$ cat config.mk
export PLATFORM = sky130hd
export DESIGN_NAME = seq_run_detector_flat
export DESIGN_NICKNAME = d
export VERILOG_FILES = /design/src/rtl/seq_run_detector_pkg.sv /design/src/rtl/seq_run_detector_if.sv /design/src/rtl/seq_run_detector_sat_counter.sv /design/src/rtl/seq_run_detector.sv /design/src/flat_wrapper.sv
export SDC_FILE = /design/constraint.sdc
export NUM_CORES = 1
export LEC_CHECK = 0
export BUFFER_PORTS_ARGS = -buffer_cell sky130_fd_sc_hd__buf_2
export CAP_MARGIN = 20
export CORE_ASPECT_RATIO = 1.1
export CORE_UTILIZATION = 43
export DETAILED_ROUTE_END_ITERATION = 8
export GPL_TIMING_DRIVEN = 0
export PLACE_DENSITY = 0.7
export SYNTH_ARGS = -nofsm -noshare
export SYNTH_HDL_FRONTEND = slang
export SYNTH_SLANG_ARGS = --single-unit
$ cat constraint.sdc
create_clock -name clk -period 1.6 [get_ports clk]
set_clock_uncertainty 0.1 [all_clocks]
set_input_delay 0.4 -clock clk [delete_from_list [all_inputs] [get_ports clk]]
set_output_delay 0.4 -clock clk [all_outputs]
set_load 0.02 [all_outputs]
$ cat src/rtl/seq_run_detector_pkg.sv
// seq_run_pkg: shared width helper and types for the run detector slice.
// Contents:
//   run_w()  - bit width needed to hold a run counter value 0..run_len
//   RUN_W    - run counter width for the default run length
//   run_t    - run counter type at the default width
package seq_run_pkg;

  function automatic int run_w(input int run_len);
    return (run_len < 1) ? 1 : $clog2(run_len + 1);
  endfunction

  localparam int RUN_LEN_DEF = 2;
  localparam int RUN_W       = run_w(RUN_LEN_DEF);

  typedef logic [RUN_W-1:0] run_t;

endpackage

$ cat src/rtl/seq_run_detector_if.sv
// seq_run_if: control/status bundle of the run detector.
// Optional macro: SEQ_RUN_STICKY_EN adds the sticky status bit.
// Signals:
//   en, w, pol, overlap, clr_cnt   - stream and control into the detector
//   z, det_pulse, run_len, det_cnt - detector status (sticky when enabled)
// Modports: master drives the stream/control, slave is the detector.
interface seq_run_if
  import seq_run_pkg::*;
#(
  parameter int RUN_LEN = 2,
  parameter int CNT_W   = 8
);
  logic                       en;
  logic                       w;
  logic                       pol;
  logic                       overlap;
  logic                       clr_cnt;
  logic                       z;
  logic                       det_pulse;
  logic [run_w(RUN_LEN)-1:0]  run_len;
  logic [CNT_W-1:0]           det_cnt;
`ifdef SEQ_RUN_STICKY_EN
  logic                       sticky;

  modport master (output en, w, pol, overlap, clr_cnt,
                  input  z, det_pulse, run_len, det_cnt, sticky);
  modport slave  (input  en, w, pol, overlap, clr_cnt,
                  output z, det_pulse, run_len, det_cnt, sticky);
`else
  modport master (output en, w, pol, overlap, clr_cnt,
                  input  z, det_pulse, run_len, det_cnt);
  modport slave  (input  en, w, pol, overlap, clr_cnt,
                  output z, det_pulse, run_len, det_cnt);
`endif
endinterface

$ cat src/rtl/seq_run_detector_sat_counter.sv
// sat_counter: W-bit up counter that saturates at all-ones.
// Ports:
//   clk, rst - clock, synchronous active-high reset
//   inc      - count one event
//   clr      - synchronous clear; beats a simultaneous inc
//   cnt      - current count
module sat_counter #(
  parameter int W = 8
) (
  input  logic         clk,
  input  logic         rst,
  input  logic         inc,
  input  logic         clr,
  output logic [W-1:0] cnt
);

  always_ff @(posedge clk) begin
    if (rst)                    cnt <= '0;
    else if (clr)               cnt <= '0;
    else if (inc && cnt != '1)  cnt <= cnt + 1'b1;
  end

endmodule

$ cat src/rtl/seq_run_detector.sv
// seq_run_detector: Moore detector for runs of RUN_LEN consecutive bits equal
// to pol, with overlapping/non-overlapping modes, sample enable, a one-cycle
// detection strobe and a saturating detection counter.
// Optional macro: SEQ_RUN_STICKY_EN adds a sticky detection flag cleared by clr_cnt.
// Ports:
//   clk - clock, rst - synchronous active-high reset
//   bus (seq_run_if.slave):
//     en, w, pol, overlap, clr_cnt in; z, det_pulse, run_len, det_cnt (sticky) out
module seq_run_detector
  import seq_run_pkg::*;
#(
  parameter int RUN_LEN = 2,
  parameter int CNT_W   = 8
) (
  input  logic      clk,
  input  logic      rst,
  seq_run_if.slave  bus
);

  localparam int RW = run_w(RUN_LEN);
  localparam logic [RW-1:0] R_FULL = RW'(RUN_LEN);
  localparam logic [RW-1:0] R_PEN  = RW'(RUN_LEN - 1);
  localparam logic [RW-1:0] R_ONE  = RW'(1);

  logic [RW-1:0]    r, r_nxt;
  logic             pol_q;
  logic             m, det;
  logic             det_pulse_q;
  logic [CNT_W-1:0] det_cnt;

  // Next run count and detection event for the bit being sampled.
  always_comb begin
    m     = (bus.w == bus.pol);
    r_nxt = r;
    det   = 1'b0;
    if (bus.en) begin
      if (bus.pol != pol_q) begin
        // Target flipped: only the current bit can belong to the new run.
        r_nxt = m ? R_ONE : '0;
      end else if (!m) begin
        r_nxt = '0;
      end else if (r < R_PEN) begin
        r_nxt = r + 1'b1;
      end else if (r == R_PEN) begin
        r_nxt = R_FULL;
        det   = 1'b1;
      end else if (bus.overlap) begin
        det   = 1'b1;
      end else begin
        // Non-overlapping: the completed run is consumed, this bit starts anew.
        r_nxt = R_ONE;
      end
    end
  end

  always_ff @(posedge clk) begin
    if (rst) begin
      r           <= '0;
      pol_q       <= 1'b0;
      det_pulse_q <= 1'b0;
    end else begin
      r           <= r_nxt;
      pol_q       <= bus.pol;   // tracks pol even while en=0
      det_pulse_q <= det;
    end
  end

  sat_counter #(.W(CNT_W)) u_det_cnt (
    .clk (clk),
    .rst (rst),
    .inc (det),
    .clr (bus.clr_cnt),
    .cnt (det_cnt)
  );

  assign bus.z         = (r == R_FULL);
  assign bus.det_pulse = det_pulse_q;
  assign bus.run_len   = r;
  assign bus.det_cnt   = det_cnt;

`ifdef SEQ_RUN_STICKY_EN
  logic sticky_q;

  always_ff @(posedge clk) begin
    if (rst)              sticky_q <= 1'b0;
    else if (bus.clr_cnt) sticky_q <= 1'b0;
    else if (det)         sticky_q <= 1'b1;
  end

  assign bus.sticky = sticky_q;
`endif

endmodule
$ cat src/flat_wrapper.sv
// flat-port wrapper written by rule: the top's interface ports become plain ports
module seq_run_detector_flat import seq_run_pkg::*;
#(
  parameter int RUN_LEN = 2,
  parameter int CNT_W   = 8
)
  (clk, rst, bus_en, bus_w, bus_pol, bus_overlap, bus_clr_cnt, bus_z, bus_det_pulse, bus_run_len, bus_det_cnt);
  seq_run_if #(.RUN_LEN(RUN_LEN), .CNT_W(CNT_W)) bus_i ();
  input  logic clk;
  input  logic rst;
  input wire logic [$bits(bus_i.en)-1:0] bus_en;
  input wire logic [$bits(bus_i.w)-1:0] bus_w;
  input wire logic [$bits(bus_i.pol)-1:0] bus_pol;
  input wire logic [$bits(bus_i.overlap)-1:0] bus_overlap;
  input wire logic [$bits(bus_i.clr_cnt)-1:0] bus_clr_cnt;
  output wire logic [$bits(bus_i.z)-1:0] bus_z;
  output wire logic [$bits(bus_i.det_pulse)-1:0] bus_det_pulse;
  output wire logic [$bits(bus_i.run_len)-1:0] bus_run_len;
  output wire logic [$bits(bus_i.det_cnt)-1:0] bus_det_cnt;
  assign bus_i.en = bus_en;
  assign bus_i.w = bus_w;
  assign bus_i.pol = bus_pol;
  assign bus_i.overlap = bus_overlap;
  assign bus_i.clr_cnt = bus_clr_cnt;
  assign bus_z = bus_i.z;
  assign bus_det_pulse = bus_i.det_pulse;
  assign bus_run_len = bus_i.run_len;
  assign bus_det_cnt = bus_i.det_cnt;
  seq_run_detector #(.RUN_LEN(RUN_LEN), .CNT_W(CNT_W)) u_core (.clk(clk), .rst(rst), .bus(bus_i));
endmodule
Yosys cells after proc, flatten, opt, wreduce, memory -nomap -nowiden. Index checks and enable logic that the tools add are counted.

Reductions and logical operators: 3. Add/sub/neg operators: 2. Mux-type cells: 12. Magnitude comparators: 1. Equality and inequality tests: 6.

Operators by type and width (number): 2-bit 2-to-1 mux (5); 8-bit by 1-bit adder with 8-bit output (second input constant) (1); 8-bit != test (second input constant) (1); 1-bit 2-to-1 mux (7); 5-bit != test (second input constant) (1); 2-bit by 1-bit adder with 2-bit output (second input constant) (1); 2-bit by 1-bit equality test with 1-bit output (second input constant) (1); 2-bit equality test (second input constant) (1); 2-bit by 1-bit < comparator with 1-bit output (second input constant) (1); 2-bit AND reduction (1); 2-bit OR reduction (1); 1-bit equality test (1); 1-bit logical AND (1); 1-bit != test (1).

Input port bits: 7. Logic and storage cells: 28. Register bits: 12.

Logic depth before layout (Yosys ltp). Gate-level depths: netlist of run 1.

Depth in word-level cells: 7. Depth in mapped cells: 5. Depth with buffers taken out: 5.

Cells and area by module. Synthesis of run 1 repeated with hierarchy kept, for this count alone.

Cells, all modules: 74. Area, all modules: 679.4 um^2.

Modules (own cells, without submodules): sat_counter (times used 1, area each 435.4 um^2, cells an instance 47); seq_run_detector (times used 1, area each 244.0 um^2, cells an instance 27).

Least setup slack after synthesis of run 1. No wires, ideal clock.

Kind: reg2reg. Start: register u_core.u_det_cnt.cnt[0]. End: register u_core.u_det_cnt.cnt[5]. Path buffers: 0. Arrival: 1336 ps. Period minus slack after synthesis: 1565 ps. Setup time: 129 ps. Cell stages (with the launch flop): 6. Setup slack: 35 ps. Cells stage by stage: dfxtp_1 ha_1 nand2_1 nor3_2 nor4_1 mux2i_1.

Word-level cells in the longest chain between the ends: 2.

Ends and longest elaborated chain: from (decl) (RTL line seq_run_detector_sat_counter.sv:14) `output logic [W-1:0] cnt`; from (signal assigned) (RTL line seq_run_detector_sat_counter.sv:20) `else if (inc && cnt != '1) cnt <= cnt + 1'b1;`; branches (longest 2 deep; another with 8-bit by 1-bit adder with 8-bit output).

Parallel ways; which one is timed is not known. A chain may end at the register's enable or synchronous reset.

Worst setup path after layout of run 1.
Start: register u_core.r[1], in the netlist u_core.bus.run_len[1]. End: register u_core.u_det_cnt.cnt[3].

Word-level cells in the longest chain between the ends: 7.

Ends and longest elaborated chain: from (decl) (RTL line seq_run_detector.sv:25) `logic [RW-1:0] r, r_nxt;`; from (signal assigned) (RTL line seq_run_detector.sv:62) `r <= r_nxt;`; 2-bit by 1-bit equality test with 1-bit output (RTL line seq_run_detector.sv:44) `end else if (r == R_PEN) begin`; 1-bit 2-to-1 mux (RTL line seq_run_detector.sv:44); 1-bit 2-to-1 mux * (RTL line seq_run_detector.sv:42) `end else if (r < R_PEN) begin`; 1-bit 2-to-1 mux * (RTL line seq_run_detector.sv:40) `end else if (!m) begin`; 1-bit 2-to-1 mux * (RTL line seq_run_detector.sv:37) `if (bus.pol != pol_q) begin`; 1-bit 2-to-1 mux * (RTL line seq_run_detector.sv:36) `if (bus.en) begin`; 1-bit logical AND * (RTL line seq_run_detector_sat_counter.sv:20).

Mark *: on every way between the ends. The rest lies on a longest branch, timed or not.

==> results.toml, run 1 <==
[worst_hold_path]
whs_path_depth = 2
hold_path_class = "in2reg"
holdPathEnd = "u_core.bus.run_len[1]"
hp-start = "rst"

[synth]
syn_inst = 69
syn_nets = 77
yosysUniqueCellTypes = 33
synth.yosys.seq_area_share_pct = 38.1
syn_area_per_cell_sq_um = 9.14
synth-seq-cells = 12
synth_warnings = 0
synth_area_sq_um = 631

[timing]
whs_ns = 0.258
tightest_slew_ns = 0.406
timing.final.ws_setup_ns = 0.0912
grt_setup_unrepaired = "false"
relSlewSlack_pct = 72.8
period_minus_slack_ns = 1.51
fin_crit_sh_pct = 94.3
clock.fmax_mhz = 663
hold_viol_final = 0
setup_viol = 0
slew_violations = 0

[pwr]
seqPwrFrac_pct = 56.0
swShare_pct = 24.8
p_switching_mw = 0.136
p_leak_nw = 0.304
power.density_nw_per_um2 = 702
pwr-share-clk_pct = 34.7
p_comb_share_pct = 9.3
internal-power_mw = 0.412
ir_worst_vdd_v = 0.000396

[global_routing]
gr-total-overflow = 0
use_met3_pct = 6.38
antenna_found_initial = 0
grtUsageTotal_pct = 18.0
busiest_layer = "met2"
grt_pass1_wl_um = 1990
grt_pass1_vias = 478
grt_util_met2_pct = 24.7
grt_max_degree = 11
grtUsageMet1_pct = 22.9

[run_status]
status = "finished, final reports clean"

[floorplan]
fp.dieW_um = 38.5
core-area_sq_um = 1370
ios = 19
rows = 14
initial_core_util_pct = 46.2
dieArea_sq_um = 1620
die_h_um = 42.2

[layout]
multi_input_area_sq_um = 377
area_growth_pct = 24.0
antenna_cells = 0
final_nets = 100
final_common_cell = "buf_2"
seq_area_sq_um = 243
drive_above_1_share_pct = 35.6
layout_common_cells = "18 x buf_2, 10 x dfxtp_1, 6 x nand2_1"
fillers = 123

[route]
via_count = 579
dr.first_iter.drc_count = 10
drcViolationCount = 0
routed_wl_um = 1210
avgViaCountPerCell = 5.46
avgRoutedWirePerCell_um = 11.4
drt-pass1-iter-count = 4
antenna_left = 0

[clock_tree]
clk_latency_ns = 0.28
cts-buffers-inserted = 3
cts_tree = "done"
path_clk_slew_ns = 0.07
cts_buffer_depth = 2
cts_root_buf = "clkbuf_4"
h-tree-depth = 1
numClockSinks = 12
postCtsSetupRepairBufs = 0
postCtsHoldBufs = 0

[placed_design]
dpl_worst_slack_ns = -0.147
place.gp.congestion = 0.806
dpl.hpwl_um = 934
port_buffers = 18

[job]
maxCapViolations = 0

[worst_setup_path]
r2r-end = "u_core.u_det_cnt.cnt[3]"
crit_arrival_ns = 1.62
cp_max_fo = 7
critPathCaptureType = "flop"
critical_path_class = "reg2reg"
ff2ff_setup_slack_ns = 0.09
worstReg2RegStart = "u_core.bus.run_len[1]"
r2r_cells = 4
start_kind = "flop"
cp.required_ns = 1.71
-- layer usage --
layer	up-vias	wire (um)
met1	253	583
met3	5	65
met4	0	36
li1	302	-
met5	-	0
met2	19	529
-- sequential cells by signal, indices dropped and copies added, names as in the netlist --
name                  flops
u_core.u_det_cnt.cnt      8
u_core.bus.run_len        2
u_core.bus.det_pulse      1
u_core.pol_q              1
-- critical path, stage by stage, from the launching register on --
cell and delay, ns:
dfxtp_2 0.34, mux2_2 0.25, o211ai_4 0.12, or4_1 0.48
a21oi_1 0.16
-- cell families (layout without fill, tap and decap cells) --
logic type / count (synthesis) / after routing / share of synthesized area [%]
AO/OA/AOI/OAI: 18 / 18 / 21.8
XOR/XNOR: 2 / 2 / 2.78
adder cells (fa/ha/maj): 1 / 1 / 1.98
buffers and inverters: 5 / 26 / 4.56
flip-flops: 12 / 12 / 38.1
multiplexers: 3 / 3 / 4.96
AND/OR/NAND/NOR: 28 / 28 / 25.8
-- through the flow --
step           cell area (sq um)  power [mW]  setup TNS (ns)  util [%]  cells
3_5_place_dp                 741       0.363          -0.555      54.2    103
2_1_floorplan                631       0.342               0         -     69
6_report                     782       0.549               0      57.2    106
5_1_grt                      782       0.568               0      57.2    106
3_3_place_gp                 741       0.362          -0.310      54.2    103
4_1_cts                      769       0.549               0      56.3    106
-- layout make-up --
class / instances / area share [%]
Timing Repair Buffer: 18 / 11.5
Sequential cell: 12 / 31.0
Tap cell: 16 / 2.56
Clock buffer: 3 / 2.88
Multi-Input combinational cell: 52 / 48.2
Inverter: 4 / 1.92
Buffer: 1 / 1.92
-- power groups by stage --
| stage | Sequential, mW | Clock (mW) | Combinational [mW] |
|---|---|---|---|
| 5_1_grt | 0.308 | 0.205 | 0.0552 |
| 6_report | 0.307 | 0.191 | 0.0508 |
| 3_3_place_gp | 0.314 | 0 | 0.0485 |
| 4_1_cts | 0.307 | 0.192 | 0.0495 |
| 2_1_floorplan | 0.317 | 0 | 0.0256 |
| 3_5_place_dp | 0.314 | 0 | 0.0494 |
-- worst max path at each step --
stage,startpoint,end,cells after the start
after detailed placement,bus_pol,u_core.u_det_cnt.cnt[3],5
after floorplan,u_core.u_det_cnt.cnt[0],u_core.u_det_cnt.cnt[5],5
after global placement,bus_pol,u_core.u_det_cnt.cnt[3],5
after global routing,u_core.bus.run_len[0],u_core.u_det_cnt.cnt[3],4
final,u_core.bus.run_len[1],u_core.u_det_cnt.cnt[3],4
after CTS,u_core.pol_q,u_core.u_det_cnt.cnt[3],4
-- cells in the mapped netlist --
master	instances	area share, %
nand2_1	7	4.2
o41ai_1	2	2.8
a31o_2	1	1.4
nor2_1	3	1.8
a21oi_1	5	4.0
or2b_1	1	1.2
inv_1	4	2.4
mux2i_1	2	3.2
clkbuf_8	1	2.2
nand2b_1	1	0.99
nand4_1	1	0.99
o21ai_0	2	1.6
or4_1	2	2.4
dfxtp_1	12	38
o311ai_1	1	1.4
and3_4	1	1.8
or2_2	1	0.99
ha_1	1	2.0
a311oi_1	1	1.4
nand3_1	3	2.4
mux2_2	1	1.8
xnor2_1	1	1.4
o31ai_1	2	2.4
o211ai_1	2	2.4
o21bai_1	1	1.2
nor2b_1	1	0.99
xor2_1	1	1.4
nor3b_1	1	1.2
o211ai_4	1	3.4
or3_1	1	0.99
nor3_2	2	3.2
nor3_1	1	0.79
nor4_1	2	2.0
-- timing repair --
item / CTS / global route
setup endpoints to repair: 1 / 7
resized for setup: 1 / 5
pin swaps: 0 / 2
(Power assumes the default switching activity.)
==> inputs of run 2 (changes only) <==
ABC_AREA = 1   (was not set)
CORE_UTILIZATION = 45   (was 43)
PLACE_DENSITY = 0.72   (was 0.7)
==> run 2 against run 1 <==
  * Fmax increased by 4.1%
  * Global-route usage increased by 2.1 points
  * Sequential power about the same
  * Synthesized area increased by 12%
  * Via count increased by 23%
  * Utilization increased by 2.3 points
  * Power decreased by 0.56%
  * Critical path type is now reg2out
  * Critical endpoint is now bus_z
  * Largest power group unchanged
==> results.toml, run 2 <==
[run_status]
status = "finished, final reports clean"

[worst_setup_path]
crit_arrival_ns = 0.95
critPathCaptureType = "output pin"
start_kind = "flop"
cp.required_ns = 1.10
ff2ff_setup_slack_ns = 0.16
critical_path_class = "reg2out"
cp_max_fo = 4
worstReg2RegStart = "u_core.u_det_cnt.cnt[0]"
r2r-end = "u_core.u_det_cnt.cnt[5]"
r2r_cells = 7

[synth]
syn_area_per_cell_sq_um = 6.49
synth_common_cells = "36 x nand2_1, 13 x inv_1, 12 x dfxtp_1"
yosysUniqueCellTypes = 18
synth-edff-count = 0
synth-seq-cells = 12
yosys.area.top_type = "dfxtp_1"
synth.area.top_cells = "dfxtp_1 34%, nand2_1 19%, a21oi_1 7.8%, nand3_1 7.8%, inv_1 6.9%"
yosysMostFrequentCell = "nand2_1"
synth_area_sq_um = 707
syn_inst = 109
synth.yosys.seq_area_share_pct = 34.0
synth_warnings = 0
synth-main-ff-cell = "dfxtp_1"
syn_nets = 117
ys_async_sr_fraction_pct = 0
synth_top_area_share_pct = 34.0

[worst_hold_path]
holdPathEnd = "u_core.bus.run_len[1]"
hold_path_class = "in2reg"
whs_path_depth = 2
hp-start = "rst"

[timing]
fin_tns_setup_ns = 0
grt_setup_unrepaired = "false"
relSlewSlack_pct = 83.2
period_minus_slack_ns = 1.45
tightest_slew_ns = 0.251
setup_viol = 0
fin_crit_sh_pct = 90.6
hold_viol_final = 0
slew_violations = 0
clock.fmax_mhz = 690

[route]
wl_met2_um = 689
drcViolationCount = 0
drt-pass1-iter-count = 4
avgViaCountPerCell = 4.88
top_layer_used = "met4"
antenna_left = 0
dr.first_iter.drc_count = 7
drt-met1-wl_um = 658
routed_wl_um = 1430
met3_length_um = 48
avgRoutedWirePerCell_um = 9.79
via_count = 712

[job]
maxCapViolations = 0

[placed_design]
port_buffers = 18
dpl.hpwl_um = 1090
place.gp.congestion = 0.845
placed_area_sq_um = 817

[clock_tree]
h-tree-depth = 1
clk_latency_ns = 0.27
postCtsHoldBufs = 0
cts-buffers-inserted = 3
path_clk_slew_ns = 0.07
cts_tree = "done"
cts_buffer_depth = 2
ctsResizeCount = 0
postCtsSetupRepairBufs = 0
cts_root_buf = "clkbuf_4"
numClockSinks = 12

[floorplan]
rows = 14
core-area_sq_um = 1420
fp.dieW_um = 39.8
ios = 19
die_h_um = 43.6
initial_core_util_pct = 49.8
dieArea_sq_um = 1730

[layout]
final_nets = 140
fillers = 147
antenna_cells = 0
stdcell_area_sq_um = 845
drive_above_1_share_pct = 26.2
final_core_util_pct = 59.5
top_register = "u_core.u_det_cnt.cnt"
layout_common_cells = "36 x nand2_1, 18 x buf_2, 13 x inv_1"
final_common_cell = "nand2_1"
largest_reg_flops = 8
area_growth_pct = 19.5

[global_routing]
gr-total-overflow = 0
grt_pass1_vias = 619
antenna_found_initial = 0
grt_max_degree = 10
grt_pass1_wl_um = 2400
grtUsageTotal_pct = 20.1

[pwr]
p_leak_nw = 0.384
power.density_nw_per_um2 = 646
total_power_mw = 0.546
ir_worst_vdd_v = 0.000495
## run 2: worst max-delay path by stage
stage	startpoint	to	slack (ns)	depth (start not counted)
floorplan	u_core.u_det_cnt.cnt[1]	u_core.u_det_cnt.cnt[6]	0.09	7
finish	u_core.bus.run_len[1]	bus_z	0.15	3
detailed placement	u_core.u_det_cnt.cnt[0]	u_core.u_det_cnt.cnt[5]	0.08	7
global placement	u_core.u_det_cnt.cnt[0]	u_core.u_det_cnt.cnt[5]	0.13	7
global route	u_core.bus.run_len[1]	bus_z	0.06	3
CTS	u_core.u_det_cnt.cnt[0]	u_core.u_det_cnt.cnt[5]	0.06	7
## run 2: logic make-up (layout without fill, tap and decap cells)
family                     Yosys count  count (layout)  share of synthesized area (%)
and+or+nand+nor                     66              66                           44.4
AOI/OAI and AO/OA                   14              14                           9.91
buffers and inverters               14              35                           7.43
DFF                                 12              12                           34.0
xor gates and xnor gates             2               2                           2.48
adders and majority gates            1               1                           1.77
## run 2: area by class of cell
class / count / area (sq um) / share of cell area [%]
sequential: 12 / 243 / 28.7
timing repair buffer: 18 / 90.1 / 10.7
clock buffer: 3 / 22.5 / 2.67
tap: 16 / 20.0 / 2.37
inverter: 14 / 52.6 / 6.22
multi-input combinational: 83 / 417 / 49.3
## run 2: layer usage
| layer | GRT usage (%) | up-vias |
|---|---|---|
| li1 | - | 388 |
| met1 | 23.6 | 303 |
| met2 | 32.5 | 16 |
| met3 | 3.08 | 5 |
| met4 | 13.1 | 0 |
| met5 | 0 | - |
## run 2: worst max-delay path: stages, from the launching register on
cell and delay [ns]:
dfxtp_1 0.37, inv_1 0.07, nor2_1 0.08, buf_2 0.16
## run 2: where the power goes
group	internal (mW)	switching, mW
logic	0.0205	0.0380
registers	0.303	0.00303
clock network	0.0872	0.0943
total	0.410	0.135
## run 2: metrics by stage
step                setup WS (ns)  hold WS, ns  instances
global route               0.0561        0.250        146
global placement            0.133        0.389        143
finish                      0.150        0.233        146
CTS                        0.0644        0.225        146
floorplan                  0.0941        0.369        109
detailed placement         0.0842        0.393        143
==> inputs of run 3 (changes only) <==
CELL_PAD_IN_SITES_DETAIL_PLACEMENT = 1   (was not set)
CELL_PAD_IN_SITES_GLOBAL_PLACEMENT = 1   (was not set)
CORE_UTILIZATION = 31   (was 45)
SETUP_SLACK_MARGIN = 0.5   (was not set)
==> run 3 against run 2 <==
  * Worst hold slack got worse by 0.0066 ns
  * Die area up 43%
  * Register-to-register slack improved by 0.08 ns
  * Critical endpoint unchanged
==> results.toml, run 3 (same netlist as run 2, synthesis figures left out) <==
[run_status]
status = "finished, final reports clean"

[layout]
drive_above_1_share_pct = 62.2
final_nets = 157
area_growth_pct = 81.9
final_common_cell = "nand2_1"
top_register = "u_core.u_det_cnt.cnt"
stdcell_area_sq_um = 1290
layout_common_cells = "25 x nand2_1, 13 x buf_4, 11 x buf_6"
final_core_util_pct = 61.7
largest_reg_flops = 8
antenna_cells = 0
fin_cells = 176

[placed_design]
dpl.hpwl_um = 1470
placed_area_sq_um = 893
place.gp.congestion = 0.743
dp.cells = 155
port_buffers = 18
dpl_worst_slack_ns = 0.0208

[timing]
timing.final.ws_setup_ns = 0.203
fin_crit_sh_pct = 87.3
grt_setup_unrepaired = "true"
hold_viol_final = 0
tightest_slew_ns = 0.335
relSlewSlack_pct = 77.6
slew_violations = 0
setup_viol = 0
fin_tns_setup_ns = 0
clock.fmax_mhz = 716
period_minus_slack_ns = 1.40

[global_routing]
grt_pass1_vias = 855
antenna_found_initial = 0
grt_pass1_wl_um = 3810
grt_max_degree = 9
grtUsageTotal_pct = 22.6
gr-total-overflow = 0

[floorplan]
ios = 19
fp.dieW_um = 47.5
initial_core_util_pct = 33.9
dieArea_sq_um = 2480
rows = 17
die_h_um = 52.1
core-area_sq_um = 2080

[clock_tree]
cts_tree = "done"
cts-buffers-inserted = 3
numClockSinks = 12
cts_buffer_depth = 2
cts_root_buf = "clkbuf_4"
clk_latency_ns = 0.29
path_clk_slew_ns = 0.09
h-tree-depth = 1

[route]
dr.first_iter.drc_count = 6
via_count = 853
avgRoutedWirePerCell_um = 15.0
antenna_left = 0
avgViaCountPerCell = 4.85
routed_wl_um = 2640
drt-pass1-iter-count = 4
drcViolationCount = 0

[worst_setup_path]
cp.required_ns = 1.10
r2r_cells = 7
critical_path_class = "reg2out"
start_kind = "flop"
cp_max_fo = 3
critPathCaptureType = "output pin"
crit_arrival_ns = 0.90

[pwr]
ir_worst_vdd_v = 0.000342
p_leak_nw = 0.542
power.density_nw_per_um2 = 468

[worst_hold_path]
hold_path_class = "in2reg"
whs_path_depth = 2

[job]
maxCapViolations = 0
-- run 3: cell types whose count changed in the layout (fill, tap and decap cells not counted), sizes merged --
cell,delta
buf,+16
nor2,+1
clkinv,+1
-- run 3: per-layer routing --
layer / track usage, % / vias to the layer above / routed length, um
li1: - / 424 / -
met1: 28.5 / 400 / 1150
met2: 35.2 / 18 / 1340
met3: 4.86 / 11 / 66
met4: 11.6 / 0 / 85
met5: 0 / - / 0
-- run 3: final timing paths --
path / startpoint / to / slack [ns]
setup / recovery: u_core.bus.run_len[1] / bus_z / 0.20
hold / removal: rst / u_core.bus.run_len[1] / 0.23
setup reg to reg: u_core.u_det_cnt.cnt[0] / u_core.u_det_cnt.cnt[2] / 0.24
hold reg to reg: u_core.u_det_cnt.cnt[1] / u_core.u_det_cnt.cnt[1] / 0.44
-- run 3: area by class of cell --
cell class                      instances  area, sq um
Clock inverter                          1         3.75
Tap cell                               28         35.0
Clock buffer                            3         22.5
Fill cell                             264          798
Inverter                               14         55.1
Sequential cell                        12          278
Timing Repair Buffer                   34          302
Multi-Input combinational cell         84          591
-- run 3: power breakdown --
group          switching [mW]  leakage (nW)  internal [mW]
Clock                   0.123        0.0154         0.0907
Sequential            0.00522         0.106          0.290
Combinational          0.0612         0.421         0.0325
-- run 3: through the flow --
stage	total power [mW]	hold WS (ns)
finish	0.602	0.226
global route	0.630	0.232
CTS	0.599	0.227
detailed placement	0.379	0.383
global placement	0.376	0.374
floorplan	0.354	0.359
-- run 3: critical path: stages, from the launching register on --
cell,delay (ns)
dfxtp_4,0.37
inv_4,0.04
nor2_4,0.07
buf_6,0.12
-- run 3: timing repair --
action | in CTS | in global routing
pin swaps | 12 | 13
hold buffers | 0 | 0
buffers inserted | 15 | 1
endpoints found under the setup margin | 23 | 23
gates resized for setup | 45 | 17
cloned | 1 | 0
